==> src/rtl/line_pair_reader_pkg.sv <==
// line_pair_reader_pkg: shared defaults, state encoding and step type for the line-buffer read controller
package line_pair_reader_pkg;
  localparam int DEF_ADDRESS_WIDTH = 8;
  localparam int DEF_FRAC_WIDTH = 8;
  localparam int DEF_DIM_WIDTH = 11;
  localparam int DEF_FILL_WIDTH = 12;
  localparam int DEF_MIN_FILL = 2;
  typedef enum logic [2:0] {IDLE, WAIT_FILL, LINE, DRAIN, ADVANCE, FINISH} state_t;
  typedef logic [DEF_ADDRESS_WIDTH+DEF_FRAC_WIDTH-1:0] step_t;
endpackage

==> src/rtl/line_pair_reader_if.sv <==
// line_pair_reader_if: frame control, fill status, buffer read and pixel stream signals of the read controller
interface line_pair_reader_if #(
  parameter int AW = 8,
  parameter int FW = 8,
  parameter int DW = 11,
  parameter int CW = 12
);
  logic start;
  logic [AW+FW-1:0] xStep, yStep;
  logic [DW-1:0] outWidth, outHeight;
  logic [CW-1:0] fillCount;
  logic [AW-1:0] readAddress;
  logic advanceRead1, advanceRead2;
  logic [FW-1:0] xFrac, yFrac;
  logic pixValid, pixReady, lineEnd, frameDone, busy;
  logic [15:0] underrunCycles;
  modport master (
    input start, xStep, yStep, outWidth, outHeight, fillCount, pixReady,
    output readAddress, advanceRead1, advanceRead2, xFrac, yFrac, pixValid, lineEnd, frameDone, busy, underrunCycles
  );
  modport slave (
    output start, xStep, yStep, outWidth, outHeight, fillCount, pixReady,
    input readAddress, advanceRead1, advanceRead2, xFrac, yFrac, pixValid, lineEnd, frameDone, busy, underrunCycles
  );
endinterface

==> src/rtl/line_pair_reader_acc.sv <==
// line_pair_reader_acc: fixed-point step accumulator with clear/advance and integer delta of the next step
module line_pair_reader_acc #(
  parameter int AW = 8,
  parameter int FW = 8
) (
  input  logic              clk,
  input  logic              rst,
  input  logic              i_clr,
  input  logic              i_adv,
  input  logic [AW+FW-1:0]  i_step,
  output logic [AW-1:0]     o_int,
  output logic [FW-1:0]     o_frac,
  output logic [AW:0]       o_delta
);
  logic [AW+FW:0] r_acc, w_next;
  assign w_next = r_acc + {1'b0, i_step};
  assign o_int = r_acc[AW+FW-1:FW];
  assign o_frac = r_acc[FW-1:0];
  assign o_delta = w_next[AW+FW:FW] - r_acc[AW+FW:FW];
  always_ff @(posedge clk) begin
    if (rst || i_clr) r_acc <= '0;
    else if (i_adv) r_acc <= w_next;
  end
endmodule

==> src/rtl/line_pair_reader.sv <==
// line_pair_reader: line-buffer read controller; LINE_PAIR_READER_UNDERRUN_CNT_EN adds a fill-underrun cycle counter
module line_pair_reader
  import line_pair_reader_pkg::*;
#(
  parameter int ADDRESS_WIDTH = DEF_ADDRESS_WIDTH,
  parameter int FRAC_WIDTH = DEF_FRAC_WIDTH,
  parameter int DIM_WIDTH = DEF_DIM_WIDTH,
  parameter int FILL_WIDTH = DEF_FILL_WIDTH,
  parameter int MIN_FILL = DEF_MIN_FILL
) (
  input logic clk_fast,
  input logic rst,
  line_pair_reader_if.master bus
);
  localparam int SW = ADDRESS_WIDTH + FRAC_WIDTH;
  localparam logic [FILL_WIDTH-1:0] FILL_MIN = FILL_WIDTH'(MIN_FILL);
  localparam logic [FILL_WIDTH-1:0] FILL_ONE = FILL_WIDTH'(1);
  localparam logic [FILL_WIDTH-1:0] FILL_TWO = FILL_WIDTH'(2);
  state_t r_state;
  logic [SW-1:0] r_xstep, r_ystep;
  logic [DIM_WIDTH-1:0] r_width, r_height, r_outx, r_outy;
  logic [ADDRESS_WIDTH:0] r_rem;
  logic [ADDRESS_WIDTH-1:0] r_read_address;
  logic [FRAC_WIDTH-1:0] r_xfrac, r_yfrac;
  logic r_pix_valid, r_line_end, r_adv1, r_adv2, r_frame_done;
  logic w_issue, w_empty, w_last_x, w_last_y, w_fill_ok;
  logic [ADDRESS_WIDTH-1:0] w_x_int, w_y_int;
  logic [FRAC_WIDTH-1:0] w_x_frac, w_y_frac;
  logic [ADDRESS_WIDTH:0] w_x_delta, w_y_delta;
  assign w_empty = !r_pix_valid || bus.pixReady;
  assign w_issue = r_state == LINE && w_empty;
  assign w_last_x = r_outx == r_width - DIM_WIDTH'(1);
  assign w_last_y = r_outy == r_height - DIM_WIDTH'(1);
  assign w_fill_ok = bus.fillCount >= FILL_MIN;
  line_pair_reader_acc #(.AW(ADDRESS_WIDTH), .FW(FRAC_WIDTH)) u_x_acc (
    .clk(clk_fast), .rst(rst), .i_clr(r_state == WAIT_FILL), .i_adv(w_issue), .i_step(r_xstep),
    .o_int(w_x_int), .o_frac(w_x_frac), .o_delta(w_x_delta)
  );
  line_pair_reader_acc #(.AW(ADDRESS_WIDTH), .FW(FRAC_WIDTH)) u_y_acc (
    .clk(clk_fast), .rst(rst), .i_clr(r_state == IDLE && bus.start),
    .i_adv(r_state == DRAIN && w_empty && !w_last_y), .i_step(r_ystep),
    .o_int(w_y_int), .o_frac(w_y_frac), .o_delta(w_y_delta)
  );
  always_ff @(posedge clk_fast) begin
    if (rst) begin
      r_state <= IDLE;
      r_xstep <= '0;
      r_ystep <= '0;
      r_width <= '0;
      r_height <= '0;
      r_outx <= '0;
      r_outy <= '0;
      r_rem <= '0;
      r_read_address <= '0;
      r_xfrac <= '0;
      r_yfrac <= '0;
      r_pix_valid <= 1'b0;
      r_line_end <= 1'b0;
      r_adv1 <= 1'b0;
      r_adv2 <= 1'b0;
      r_frame_done <= 1'b0;
    end else begin
      r_adv1 <= 1'b0;
      r_adv2 <= 1'b0;
      r_frame_done <= 1'b0;
      case (r_state)
        IDLE: if (bus.start) begin
          if (bus.outWidth == '0 || bus.outHeight == '0) r_frame_done <= 1'b1;
          else begin
            r_xstep <= bus.xStep;
            r_ystep <= bus.yStep;
            r_width <= bus.outWidth;
            r_height <= bus.outHeight;
            r_outy <= '0;
            r_state <= WAIT_FILL;
          end
        end
        WAIT_FILL: begin
          r_outx <= '0;
          if (w_fill_ok) r_state <= LINE;
        end
        LINE: if (w_issue) begin
          r_read_address <= w_x_int;
          r_xfrac <= w_x_frac;
          r_yfrac <= w_y_frac;
          r_pix_valid <= 1'b1;
          r_line_end <= w_last_x;
          r_outx <= r_outx + DIM_WIDTH'(1);
          if (w_last_x) r_state <= DRAIN;
        end
        // Rotation only happens once the held pixel has left the output register.
        DRAIN: if (w_empty) begin
          r_pix_valid <= 1'b0;
          r_line_end <= 1'b0;
          if (w_last_y) begin
            r_frame_done <= 1'b1;
            r_state <= FINISH;
          end else begin
            r_rem <= w_y_delta;
            r_outy <= r_outy + DIM_WIDTH'(1);
            r_state <= ADVANCE;
          end
        end
        ADVANCE: begin
          if (|r_rem[ADDRESS_WIDTH:1]) begin
            if (bus.fillCount >= FILL_TWO) begin
              r_adv2 <= 1'b1;
              r_rem <= r_rem - (ADDRESS_WIDTH+1)'(2);
            end
          end else if (r_rem[0]) begin
            if (bus.fillCount >= FILL_ONE) begin
              r_adv1 <= 1'b1;
              r_rem <= '0;
            end
          end else r_state <= WAIT_FILL;
        end
        FINISH: r_state <= IDLE;
        default: r_state <= IDLE;
      endcase
    end
  end
`ifdef LINE_PAIR_READER_UNDERRUN_CNT_EN
  logic [15:0] r_underrun;
  logic w_adv_blocked;
  assign w_adv_blocked = r_state == ADVANCE &&
    (|r_rem[ADDRESS_WIDTH:1] ? bus.fillCount < FILL_TWO : r_rem[0] && bus.fillCount < FILL_ONE);
  always_ff @(posedge clk_fast) begin
    if (rst || (r_state == IDLE && bus.start)) r_underrun <= '0;
    else if ((r_state == WAIT_FILL && !w_fill_ok) || w_adv_blocked)
      r_underrun <= r_underrun + (&r_underrun ? 16'd0 : 16'd1);
  end
  assign bus.underrunCycles = r_underrun;
`else
  assign bus.underrunCycles = '0;
`endif
  assign bus.readAddress = r_read_address;
  assign bus.xFrac = r_xfrac;
  assign bus.yFrac = r_yfrac;
  assign bus.pixValid = r_pix_valid;
  assign bus.lineEnd = r_line_end;
  assign bus.advanceRead1 = r_adv1;
  assign bus.advanceRead2 = r_adv2;
  assign bus.frameDone = r_frame_done;
  assign bus.busy = r_state != IDLE;
endmodule

==> src/flat_wrapper.sv <==
// flat-port wrapper written by rule: the top's interface ports become plain ports
module line_pair_reader_flat import line_pair_reader_pkg::*;
#(
  parameter int ADDRESS_WIDTH = DEF_ADDRESS_WIDTH,
  parameter int FRAC_WIDTH = DEF_FRAC_WIDTH,
  parameter int DIM_WIDTH = DEF_DIM_WIDTH,
  parameter int FILL_WIDTH = DEF_FILL_WIDTH,
  parameter int MIN_FILL = DEF_MIN_FILL
)
  (clk_fast, rst, bus_start, bus_xStep, bus_yStep, bus_outWidth, bus_outHeight, bus_fillCount, bus_pixReady, bus_readAddress, bus_advanceRead1, bus_advanceRead2, bus_xFrac, bus_yFrac, bus_pixValid, bus_lineEnd, bus_frameDone, bus_busy, bus_underrunCycles);
  line_pair_reader_if #(.AW(8), .FW(8), .DW(11), .CW(12)) bus_i ();
  input logic clk_fast;
  input logic rst;
  input wire logic [$bits(bus_i.start)-1:0] bus_start;
  input wire logic [$bits(bus_i.xStep)-1:0] bus_xStep;
  input wire logic [$bits(bus_i.yStep)-1:0] bus_yStep;
  input wire logic [$bits(bus_i.outWidth)-1:0] bus_outWidth;
  input wire logic [$bits(bus_i.outHeight)-1:0] bus_outHeight;
  input wire logic [$bits(bus_i.fillCount)-1:0] bus_fillCount;
  input wire logic [$bits(bus_i.pixReady)-1:0] bus_pixReady;
  output wire logic [$bits(bus_i.readAddress)-1:0] bus_readAddress;
  output wire logic [$bits(bus_i.advanceRead1)-1:0] bus_advanceRead1;
  output wire logic [$bits(bus_i.advanceRead2)-1:0] bus_advanceRead2;
  output wire logic [$bits(bus_i.xFrac)-1:0] bus_xFrac;
  output wire logic [$bits(bus_i.yFrac)-1:0] bus_yFrac;
  output wire logic [$bits(bus_i.pixValid)-1:0] bus_pixValid;
  output wire logic [$bits(bus_i.lineEnd)-1:0] bus_lineEnd;
  output wire logic [$bits(bus_i.frameDone)-1:0] bus_frameDone;
  output wire logic [$bits(bus_i.busy)-1:0] bus_busy;
  output wire logic [$bits(bus_i.underrunCycles)-1:0] bus_underrunCycles;
  assign bus_i.start = bus_start;
  assign bus_i.xStep = bus_xStep;
  assign bus_i.yStep = bus_yStep;
  assign bus_i.outWidth = bus_outWidth;
  assign bus_i.outHeight = bus_outHeight;
  assign bus_i.fillCount = bus_fillCount;
  assign bus_i.pixReady = bus_pixReady;
  assign bus_readAddress = bus_i.readAddress;
  assign bus_advanceRead1 = bus_i.advanceRead1;
  assign bus_advanceRead2 = bus_i.advanceRead2;
  assign bus_xFrac = bus_i.xFrac;
  assign bus_yFrac = bus_i.yFrac;
  assign bus_pixValid = bus_i.pixValid;
  assign bus_lineEnd = bus_i.lineEnd;
  assign bus_frameDone = bus_i.frameDone;
  assign bus_busy = bus_i.busy;
  assign bus_underrunCycles = bus_i.underrunCycles;
  line_pair_reader #(.ADDRESS_WIDTH(ADDRESS_WIDTH), .FRAC_WIDTH(FRAC_WIDTH), .DIM_WIDTH(DIM_WIDTH), .FILL_WIDTH(FILL_WIDTH), .MIN_FILL(MIN_FILL)) u_core (.clk_fast(clk_fast), .rst(rst), .bus(bus_i));
endmodule
==> config.mk <==
export PLATFORM = sky130hd
export DESIGN_NAME = line_pair_reader_flat
export DESIGN_NICKNAME = d
export VERILOG_FILES = /design/src/rtl/line_pair_reader_pkg.sv /design/src/rtl/line_pair_reader_if.sv /design/src/rtl/line_pair_reader_acc.sv /design/src/rtl/line_pair_reader.sv /design/src/flat_wrapper.sv
export SDC_FILE = /design/constraint.sdc
export NUM_CORES = 1
export LEC_CHECK = 0
export ABC_AREA = 1
export CAP_MARGIN = 10
export CORE_UTILIZATION = 35
export CTS_CLUSTER_DIAMETER = 80
export DETAILED_ROUTE_END_ITERATION = 6
export SETUP_SLACK_MARGIN = 0.1
export SLEW_MARGIN = 20
export SYNTH_ARGS = -nofsm -noshare
export SYNTH_HDL_FRONTEND = slang
export SYNTH_SLANG_ARGS = --single-unit
export TNS_END_PERCENT = 10
==> constraint.sdc <==
create_clock -name clk_fast -period 7.7 [get_ports clk_fast]
set_input_delay 1.155 -clock clk_fast [delete_from_list [all_inputs] [get_ports clk_fast]]
set_output_delay 1.155 -clock clk_fast [all_outputs]
set_load 0.05 [all_outputs]
=== Yosys cells after proc, flatten, opt, wreduce, memory -nomap -nowiden ===
Index checks and enable logic that the tools add are counted.

* Register bits: 151
* Output and inout bits: 46

* Add/sub/neg operators: 8
* Order comparisons: 2
* Eq/ne operators: 18
* Multiplexer cells: 36
* Bitwise operators: 4
* Reductions and logical operators: 29

{| class="wikitable"
|+ Operator list
! kind !! number
|-
| 2-to-1 mux 11 bit || 5
|-
| 2-to-1 mux 9 bit || 6
|-
| case mux 11 bit (2 select lines) || 2
|-
| adder 17 x 16 -> 17 bit || 2
|-
| 2-to-1 mux 3 bit || 8
|-
| adder 11 x 1 -> 11 bit, second input constant || 2
|-
| equality test 11 bit || 2
|-
| zero test 11 bit || 2
|-
| subtractor 11 x 1 -> 11 bit, second input constant || 2
|-
| case mux 9 bit (2 select lines) || 1
|-
| case mux 3 bit (5 select lines) || 1
|-
| >= comparator 12 x 1 -> 1 bit, second input constant || 1
|-
| >= comparator 12 x 2 -> 1 bit, second input constant || 1
|-
| inequality test 2 bit, second input constant || 6
|-
| OR reduction 11 bit || 1
|-
| 2-to-1 mux 1 bit || 10
|-
| subtractor 9 x 2 -> 9 bit, second input constant || 1
|-
| subtractor 9 bit || 1
|-
| AND reduction 8 bit || 1
|-
| nonzero test 2 bit || 4
|-
| OR reduction 8 bit || 1
|-
| equality test 3 x 2 -> 1 bit, second input constant || 2
|-
| inequality test 2 x 1 -> 1 bit, second input constant || 3
|-
| inequality test 3 x 1 -> 1 bit, second input constant || 2
|-
| other kinds (16) || 30
|}

=== Logic depth before layout (Yosys ltp) ===
Gate-level depths: netlist of run 1.

* Word-level depth: 5
* Depth in mapped cells: 20
* Gate-level depth less buffers: 20

=== By module ===
From an unflattened synthesis of run 1, not the netlist that was laid out.

* Cells, all modules: 1635
* Area total of the unflattened synthesis: 10392.5 sq um

{| class="wikitable"
|+ By module, submodules not included
! module !! times used !! cells an instance !! area each (sq um)
|-
| line_pair_reader || 1 || 936 || 6222.2
|-
| line_pair_reader_acc (u_core.u_x_acc) || 1 || 355 || 2117.0
|-
| line_pair_reader_acc (u_core.u_y_acc) || 1 || 344 || 2053.2
|}

=== Worst setup path before layout of run 1 ===
Ideal clock, no wire load.

* Kind: register to register
* Start: register u_core.u_y_acc.r_acc[0]
* End: register u_core.r_rem[7]
* Data arrival time: 2839 ps
* Setup slack: 4744 ps
* Stages on the path, launching flop included: 19
* Buffers on the path: 0
* Path through: dfxtp_1 > ha_1 > inv_1 > fa_1 > nand3b_1 > nand2_1 > nand4_1 > a21boi_0 > nor2_1 > xnor2_1 > ha_1 > a21oi_1 > nor2_1 > a211oi_1 > nand3_1 > nand2_1 > nor2_1 > nor3_1 > nor2_1

* Word-level cells in the longest chain between the ends: 5

{| class="wikitable"
|+ Ends and longest elaborated chain
! element !! line !! source
|-
| from (decl) || line_pair_reader_acc.sv:15 || <nowiki>logic [AW+FW:0] r_acc, w_next;</nowiki>
|-
| from (signal assigned) || line_pair_reader_acc.sv:22 || <nowiki>else if (i_adv) r_acc <= w_next;</nowiki>
|-
| adder 17 x 16 -> 17 bit || line_pair_reader_acc.sv:16 || <nowiki>assign w_next = r_acc + {1'b0, i_step};</nowiki>
|-
| named net u_core.u_y_acc.w_next[12] || line_pair_reader_acc.sv:15 ||
|-
| subtractor 9 bit || line_pair_reader_acc.sv:19 || <nowiki>assign o_delta = w_next[AW+FW:FW] - r_acc[AW+FW:FW];</nowiki>
|-
| 2-to-1 mux 9 bit || line_pair_reader.sv:95 || <nowiki>if (w_last_y) begin</nowiki>
|-
| 2-to-1 mux 9 bit || line_pair_reader.sv:92 || <nowiki>DRAIN: if (w_empty) begin</nowiki>
|-
| case mux 9 bit (2 select lines) || line_pair_reader.sv:66 || <nowiki>case (r_state)</nowiki>
|-
| to (signal assigned) || line_pair_reader.sv:99 || <nowiki>r_rem <= w_y_delta;</nowiki>
|-
| to (signal assigned) || line_pair_reader.sv:108 || <nowiki>r_rem <= r_rem - (ADDRESS_WIDTH+1)'(2);</nowiki>
|-
| to (decl) || line_pair_reader.sv:22 || <nowiki>logic [ADDRESS_WIDTH:0] r_rem;</nowiki>
|}

The timed path passes the listed nets, and every way through them passes these cells. The select of a mux whose other input is x is not followed.
A chain may end at the register's enable or synchronous reset.

=== Worst setup path after layout of run 1 ===
* Start: register u_core.r_state[0]
* End: output bus_busy

* Word-level cells in the longest chain between the ends: 1

{| class="wikitable"
|+ Ends and longest elaborated chain
! element !! line !! source
|-
| from (decl) || line_pair_reader.sv:19 || <nowiki>state_t r_state;</nowiki>
|-
| from (signal assigned) || line_pair_reader.sv:46 || <nowiki>r_state <= IDLE;</nowiki>
|-
| from (signal assigned) || line_pair_reader.sv:75 || <nowiki>r_state <= WAIT_FILL;</nowiki>
|-
| from (signal assigned) || line_pair_reader.sv:80 || <nowiki>if (w_fill_ok) r_state <= LINE;</nowiki>
|-
| nonzero test 3 bit || line_pair_reader.sv:144 || <nowiki>assign bus.busy = r_state != IDLE;</nowiki>
|-
| to (decl) || flat_wrapper.sv:29 || <nowiki>output wire logic [$bits(bus_i.busy)-1:0] bus_busy;</nowiki>
|}

No other way between the ends.

==> results of run 1 <==
==> worst min-delay path by stage <==
stage,start,to,slack [ns],depth (start not counted)
after CTS,u_core.r_xstep[12],u_core.r_xstep[12],0.47,2
final,u_core.r_xstep[10],u_core.r_xstep[10],0.47,2
after global placement,u_core.r_ystep[15],u_core.r_ystep[15],0.46,2
after global routing,u_core.r_xstep[12],u_core.r_xstep[12],0.49,2
after detailed placement,u_core.r_xstep[10],u_core.r_xstep[10],0.46,2
after floorplan,u_core.r_ystep[10],u_core.r_ystep[10],0.44,2
==> worst max-delay path: stages (launching register included) <==
cell and delay [ns]:
dfxtp_1 0.37, nor2_1 0.18, inv_2 0.10, nor2_8 0.45, inv_1 0.22, clkdlybuf4s50_1 0.75
==> sequential cells by signal (all words and copies together), names as in the netlist <==
signal	cells
u_core.bus.pixValid	1
u_core.r_xstep	16
u_core.r_height	11
u_core.bus.yFrac	8
u_core.r_outy	11
u_core.bus.xFrac	8
u_core.bus.advanceRead1	1
u_core.bus.readAddress	8
u_core.u_y_acc.r_acc	16
u_core.bus.frameDone	1
u_core.u_x_acc.r_acc	16
u_core.r_outx	11
u_core.r_ystep	16
u_core.r_rem	9
u_core.r_state	3
u_core.r_width	11
u_core.bus.advanceRead2	1
u_core.bus.lineEnd	1
==> cells in the final DEF (no fill, tap or decap), drive strengths merged, types with 31 or more instances in the layout <==
cell and count:
nand2 273, a21oi 133, inv 148, clkdlybuf4s50 98, xor2 31, nor2 185
ha 45, nand3 98, o21ai 103, dfxtp 149
==> through the flow <==
stage / utilization (%) / hold WS, ns / instance area [um2]
2_1_floorplan: - / 0.443 / 9060
3_3_place_gp: 40.3 / 0.455 / 10100
3_5_place_dp: 40.3 / 0.458 / 10100
4_1_cts: 42.5 / 0.468 / 10700
5_1_grt: 42.5 / 0.486 / 10700
6_report: 42.5 / 0.467 / 10700
==> kinds of logic after synthesis <==
logic type               count (synthesis)
buffers and inverters                  208
XOR/XNOR                                47
AO/OA/AOI/OAI                          266
flip-flops                             149
AND/OR/NAND/NOR                        606
other                                    1
adder cells (fa/ha/maj)                 48
==> power by group through the flow <==
| stage | logic [mW] | registers (mW) | clock network (mW) |
|---|---|---|---|
| detailed placement | 1.87 | 1.10 | 0 |
| floorplan | 1.34 | 1.21 | 0 |
| global placement | 1.85 | 1.11 | 0 |
| finish | 1.87 | 1.09 | 0.800 |
| CTS | 1.88 | 1.09 | 0.812 |
| global route | 2.12 | 1.11 | 0.857 |
==> Yosys cell counts, drive strengths merged (6+ instances only) <==
cell    instances
a21oi         133
buf            34
clkbuf         27
dfxtp         149
ha             45
inv           146
nand2         273
nand3          98
nand4          19
nor2          185
nor3           19
o21ai         103
o21bai          6
xnor2          16
xor2           31
==> metal layers <==
layer | wire (um) | track usage (%) | vias up | share of wire, %
met3 | 827 | 2.72 | 27 | 3.6
met4 | 406 | 6.39 | 0 | 1.7
met1 | 11500 | 24.4 | 3812 | 49
met5 | 0 | 0 | - | 0
met2 | 10500 | 29.3 | 165 | 45
li1 | - | - | 4449 | -
==> area by class of cell <==
type | count | area [um2] | share of cell area, %
Clock buffer | 18 | 429 | 4.01
Clock inverter | 14 | 129 | 1.20
Inverter | 147 | 552 | 5.15
Multi-Input combinational cell | 983 | 5180 | 48.4
Sequential cell | 149 | 2980 | 27.9
Tap cell | 330 | 413 | 3.86
Timing Repair Buffer | 103 | 1020 | 9.49
==> impl_metrics.json, run 1 <==
{
  "grt_max_degree": 60,
  "max_freq_mhz": 273,
  "synth_top_family_by_area": "simple AND/OR/NAND/NOR gates",
  "place_inst": 1712,
  "crit_type": "reg2out",
  "place.gp.congestion": 0.868,
  "die_h_um": 162,
  "synth_compound_area_share_pct": 16.1,
  "synth_cells": 1325,
  "synth_top_cell_by_area": "dfxtp_1",
  "fin_crit_ns": 3.67,
  "synthMuxAreaShare_pct": 0,
  "fp-row-count": 58,
  "setup_viol": 0,
  "tns_ns": 0,
  "netSwitchingPower_mw": 1.74,
  "synth_edf_count": 0,
  "numCtsBuffers": 17,
  "die_w_um": 162,
  "synth-xor-area-share_pct": 4.57,
  "worstPathMaxFanout": 37,
  "stdcell_count": 1744,
  "antenna_found_initial": 0,
  "postRouteAntennaNets": 0,
  "rr_startpoint": "u_core.r_ystep[0]",
  "grt_pass1_vias": 7961,
  "hold_buffers": 0,
  "hold_viol_final": 0,
  "ir_drop_mv": 0.159,
  "fin_nets": 1519,
  "p_total_mw": 3.76,
  "r2r_cells": 18,
  "initial_core_util_pct": 35.7,
  "path_clk_slew_ns": 0.06,
  "pwr-share-clk_pct": 21.3,
  "required_ns": 6.55,
  "cts_num_sinks": 149,
  "core_um2": 25200,
  "cts-htree-levels": 4,
  "cp-start-kind": "register",
  "ys.flop_type": "dfxtp_1",
  "rrSetupSlack_ns": 4.13,
  "yosys_warnings": 0,
  "drt-pass1-iter-count": 5,
  "yosys.area_share.adder_pct": 6.92,
  "die-area_um2": 26400,
  "tritoncts": "yes",
  "cp-endpoint": "bus_busy",
  "hp-class": "reg2reg",
  "fin_crit_sh_pct": 47.6,
  "drv_cap": 0,
  "fillers": 2593,
  "num_io_pins": 116,
  "wl_per_cell_um": 13.3,
  "portBuffers": 99,
  "synthSimpleGateAreaFrac_pct": 29.3,
  "p_seq_share_pct": 28.9,
  "diodes": 0,
  "combPwrFrac_pct": 49.8,
  "rsz0062_at_grt": "false",
  "viasPerCell": 4.85,
  "cts_max_path_buffers": 2,
  "drt_iter0_drc": 573,
  "post_cts_buffers": 0,
  "grt_use_total_pct": 18.1,
  "drc": 0,
  "sw_frac_of_total_pct": 46.2,
  "overflow": 0,
  "routed_wirelength_mm": 23.2,
  "leakage_nw": 4.62,
  "yosysUniqueCellTypes": 52,
  "p_per_area_nw_per_um2": 352,
  "insertion_delay_ns": 0.43,
  "synthesis.area_um2": 9000,
  "pre_cts_ws_ns": 3.65,
  "dp_hpwl_mm": 17.0,
  "worst_r2r_endpoint": "u_core.r_rem[7]",
  "slew_violations": 0,
  "drive_above_1_share_pct": 5.66,
  "avgSynthCellArea_um2": 6.79,
  "p_int_mw": 2.03,
  "async_flop_share_pct": 0,
  "cp.arrival_ns": 2.51,
  "finalClockSkew_ns": 0.00791,
  "synthTopCellsByArea": "dfxtp_1 33%, nand2_1 11%, nor2_1 7.3%",
  "yosysTopAreaCellShare_pct": 33.1,
  "synth.yosys.seq_area_share_pct": 33.1,
  "syn2layout_area_growth_pct": 18.9,
  "outcome": "completed",
  "critPathLaunch": "u_core.r_state[0]",
  "cts_resized": 0,
  "fin_ws_ns": 4.03,
  "grt_first_pass_wirelength_mm": 38.6,
  "end_kind": "output port",
  "ys_seq_elements": 149,
  "relSlewSlack_pct": 53.9,
  "via_count": 8453,
  "cts-root-buf": "clkbuf_16",
  "worst_slew_pin_slew_ns": 0.689
}
Note: power is estimated with default switching activity, not from simulation.
==> inputs of run 2 (changes only) <==
Clock period 7.7 ns to 3.64 ns, I/O delays scaled along.
==> impl_metrics.json, run 2 (synthesis results as in run 1) <==
{
  "die-area_um2": 26400,
  "hold_viol_final": 0,
  "cts-root-buf": "clkbuf_16",
  "insertion_delay_ns": 0.44,
  "worstPathMaxFanout": 4,
  "dp_hpwl_mm": 17.5,
  "hp-class": "reg2reg",
  "diodes": 0,
  "worst_slew_pin_slew_ns": 0.626,
  "cp-start-kind": "register",
  "cp.arrival_ns": 3.70,
  "timing.hold.ws_ns": 0.466,
  "drive_above_1_share_pct": 6.68,
  "place.gp.congestion": 0.877,
  "top_usage_layer": "met2",
  "layout_commonest_cell": "nand2_1",
  "cts_num_sinks": 149,
  "cp_slowest_stage_delay_ns": 0.45,
  "max_freq_mhz": 300,
  "required_ns": 4.00,
  "cp_cell_sequence": "ha_1 -> inv_1 -> fa_1 -> nand3b_1 -> nand2_1 -> nand4_1 -> nand2_2 -> xor2_1 -> ha_1 -> inv_1 -> fa_1 -> a31oi_2 -> xnor2_1 -> nand2_1 -> o21ai_0 -> nand4_1 -> a21oi_2",
  "core_um2": 25200,
  "end_kind": "register",
  "numCtsBuffers": 17,
  "tns_ns": 0,
  "syn2layout_area_growth_pct": 21.0,
  "rsz0062_at_grt": "true",
  "fin_nets": 1528,
  "final_cell_mix": "263 x nand2_1, 174 x nor2_1, 149 x dfxtp_1",
  "fillers": 2590,
  "initial_core_util_pct": 35.7,
  "critPathBufInv": 2,
  "path_clk_slew_ns": 0.06,
  "die_h_um": 162,
  "fp-row-count": 58,
  "via_count": 8489,
  "grt_first_pass_wirelength_mm": 39.2,
  "fin_crit_ns": 3.33,
  "p_per_area_nw_per_um2": 762,
  "num_io_pins": 116,
  "leakage_nw": 4.72,
  "die_w_um": 162,
  "drt_iter0_drc": 479,
  "crit_slowest_cell": "fa_1",
  "wl_per_cell_um": 13.5,
  "met1_usage_pct": 23.9,
  "cts_max_path_buffers": 2,
  "portBuffers": 99,
  "drc": 0,
  "postRouteAntennaNets": 0,
  "grt_pass1_vias": 8048,
  "drt-pass1-iter-count": 5,
  "grt_use_met3_pct": 2.80,
  "grt_max_degree": 52,
  "outcome": "completed",
  "ir_drop_mv": 0.361,
  "viasPerCell": 4.84,
  "cp_top_family": "adder cells",
  "grt_use_total_pct": 18.6,
  "grt_use_met2_pct": 31.8,
  "antenna_found_initial": 0,
  "drv_cap": 0,
  "crit_type": "reg2reg",
  "tritoncts": "yes",
  "slew_violations": 0,
  "overflow": 0,
  "fin_crit_sh_pct": 91.6,
  "finalClockSkew_ns": 0.00831,
  "routed_wirelength_mm": 23.7,
  "setup_viol": 0,
  "cts-htree-levels": 4,
  "relSlewSlack_pct": 58.3
}
run 2: metrics by stage:
step	utilization [%]	area [um2]	cells	setup slack, ns	power [mW]
2_1_floorplan	-	9060	1340	0.684	5.39
3_3_place_gp	40.6	10200	1721	0.369	6.29
3_5_place_dp	40.6	10200	1721	0.266	6.35
4_1_cts	43.1	10900	1753	0.246	8.33
5_1_grt	43.3	10900	1753	0.0560	8.99
6_report	43.3	10900	1753	0.306	8.30
run 2: layout make-up:
cell class,count,area [um2],area share [%]
clock inverters,12,190,1.75
multi-input cells,983,5220,47.9
flip-flops and latches,149,2980,27.4
inverters,147,552,5.06
well taps,330,413,3.79
repair buffers,112,1080,9.94
clock buffers,20,457,4.19
run 2: final timing paths:
check,start,end,slack [ns],depth (start not counted)
worst max register to register,u_core.u_y_acc.r_acc[0],u_core.r_rem[4],0.31,17
worst min-delay path,u_core.r_ystep[15],u_core.r_ystep[15],0.47,2
worst min register to register,u_core.r_ystep[15],u_core.r_ystep[15],0.47,2
worst max-delay path,u_core.u_y_acc.r_acc[0],u_core.r_rem[4],0.31,17
run 2: timing repair:
item                                    CTS  global route
hold buffers                              0             0
endpoints found under the setup margin    0             3
resized for setup                         0             8
buffers inserted                          0             0
run 2: power breakdown:
group	internal, mW	switching [mW]
clock	1.20	0.748
sequential	2.01	0.292
combinational	1.40	2.66
total	4.60	3.70
run 2: worst min-delay path, stage by stage (launching register included):
cell and delay [ns]:
dfxtp_1 0.31, nand2_1 0.06, a21oi_1 0.05
run 2: routing by layer:
metal | routed length, um | up-vias
met2 | 11100 | 137
li1 | - | 4482
met1 | 11400 | 3846
met4 | 350 | 0
met5 | 0 | -
met3 | 866 | 24
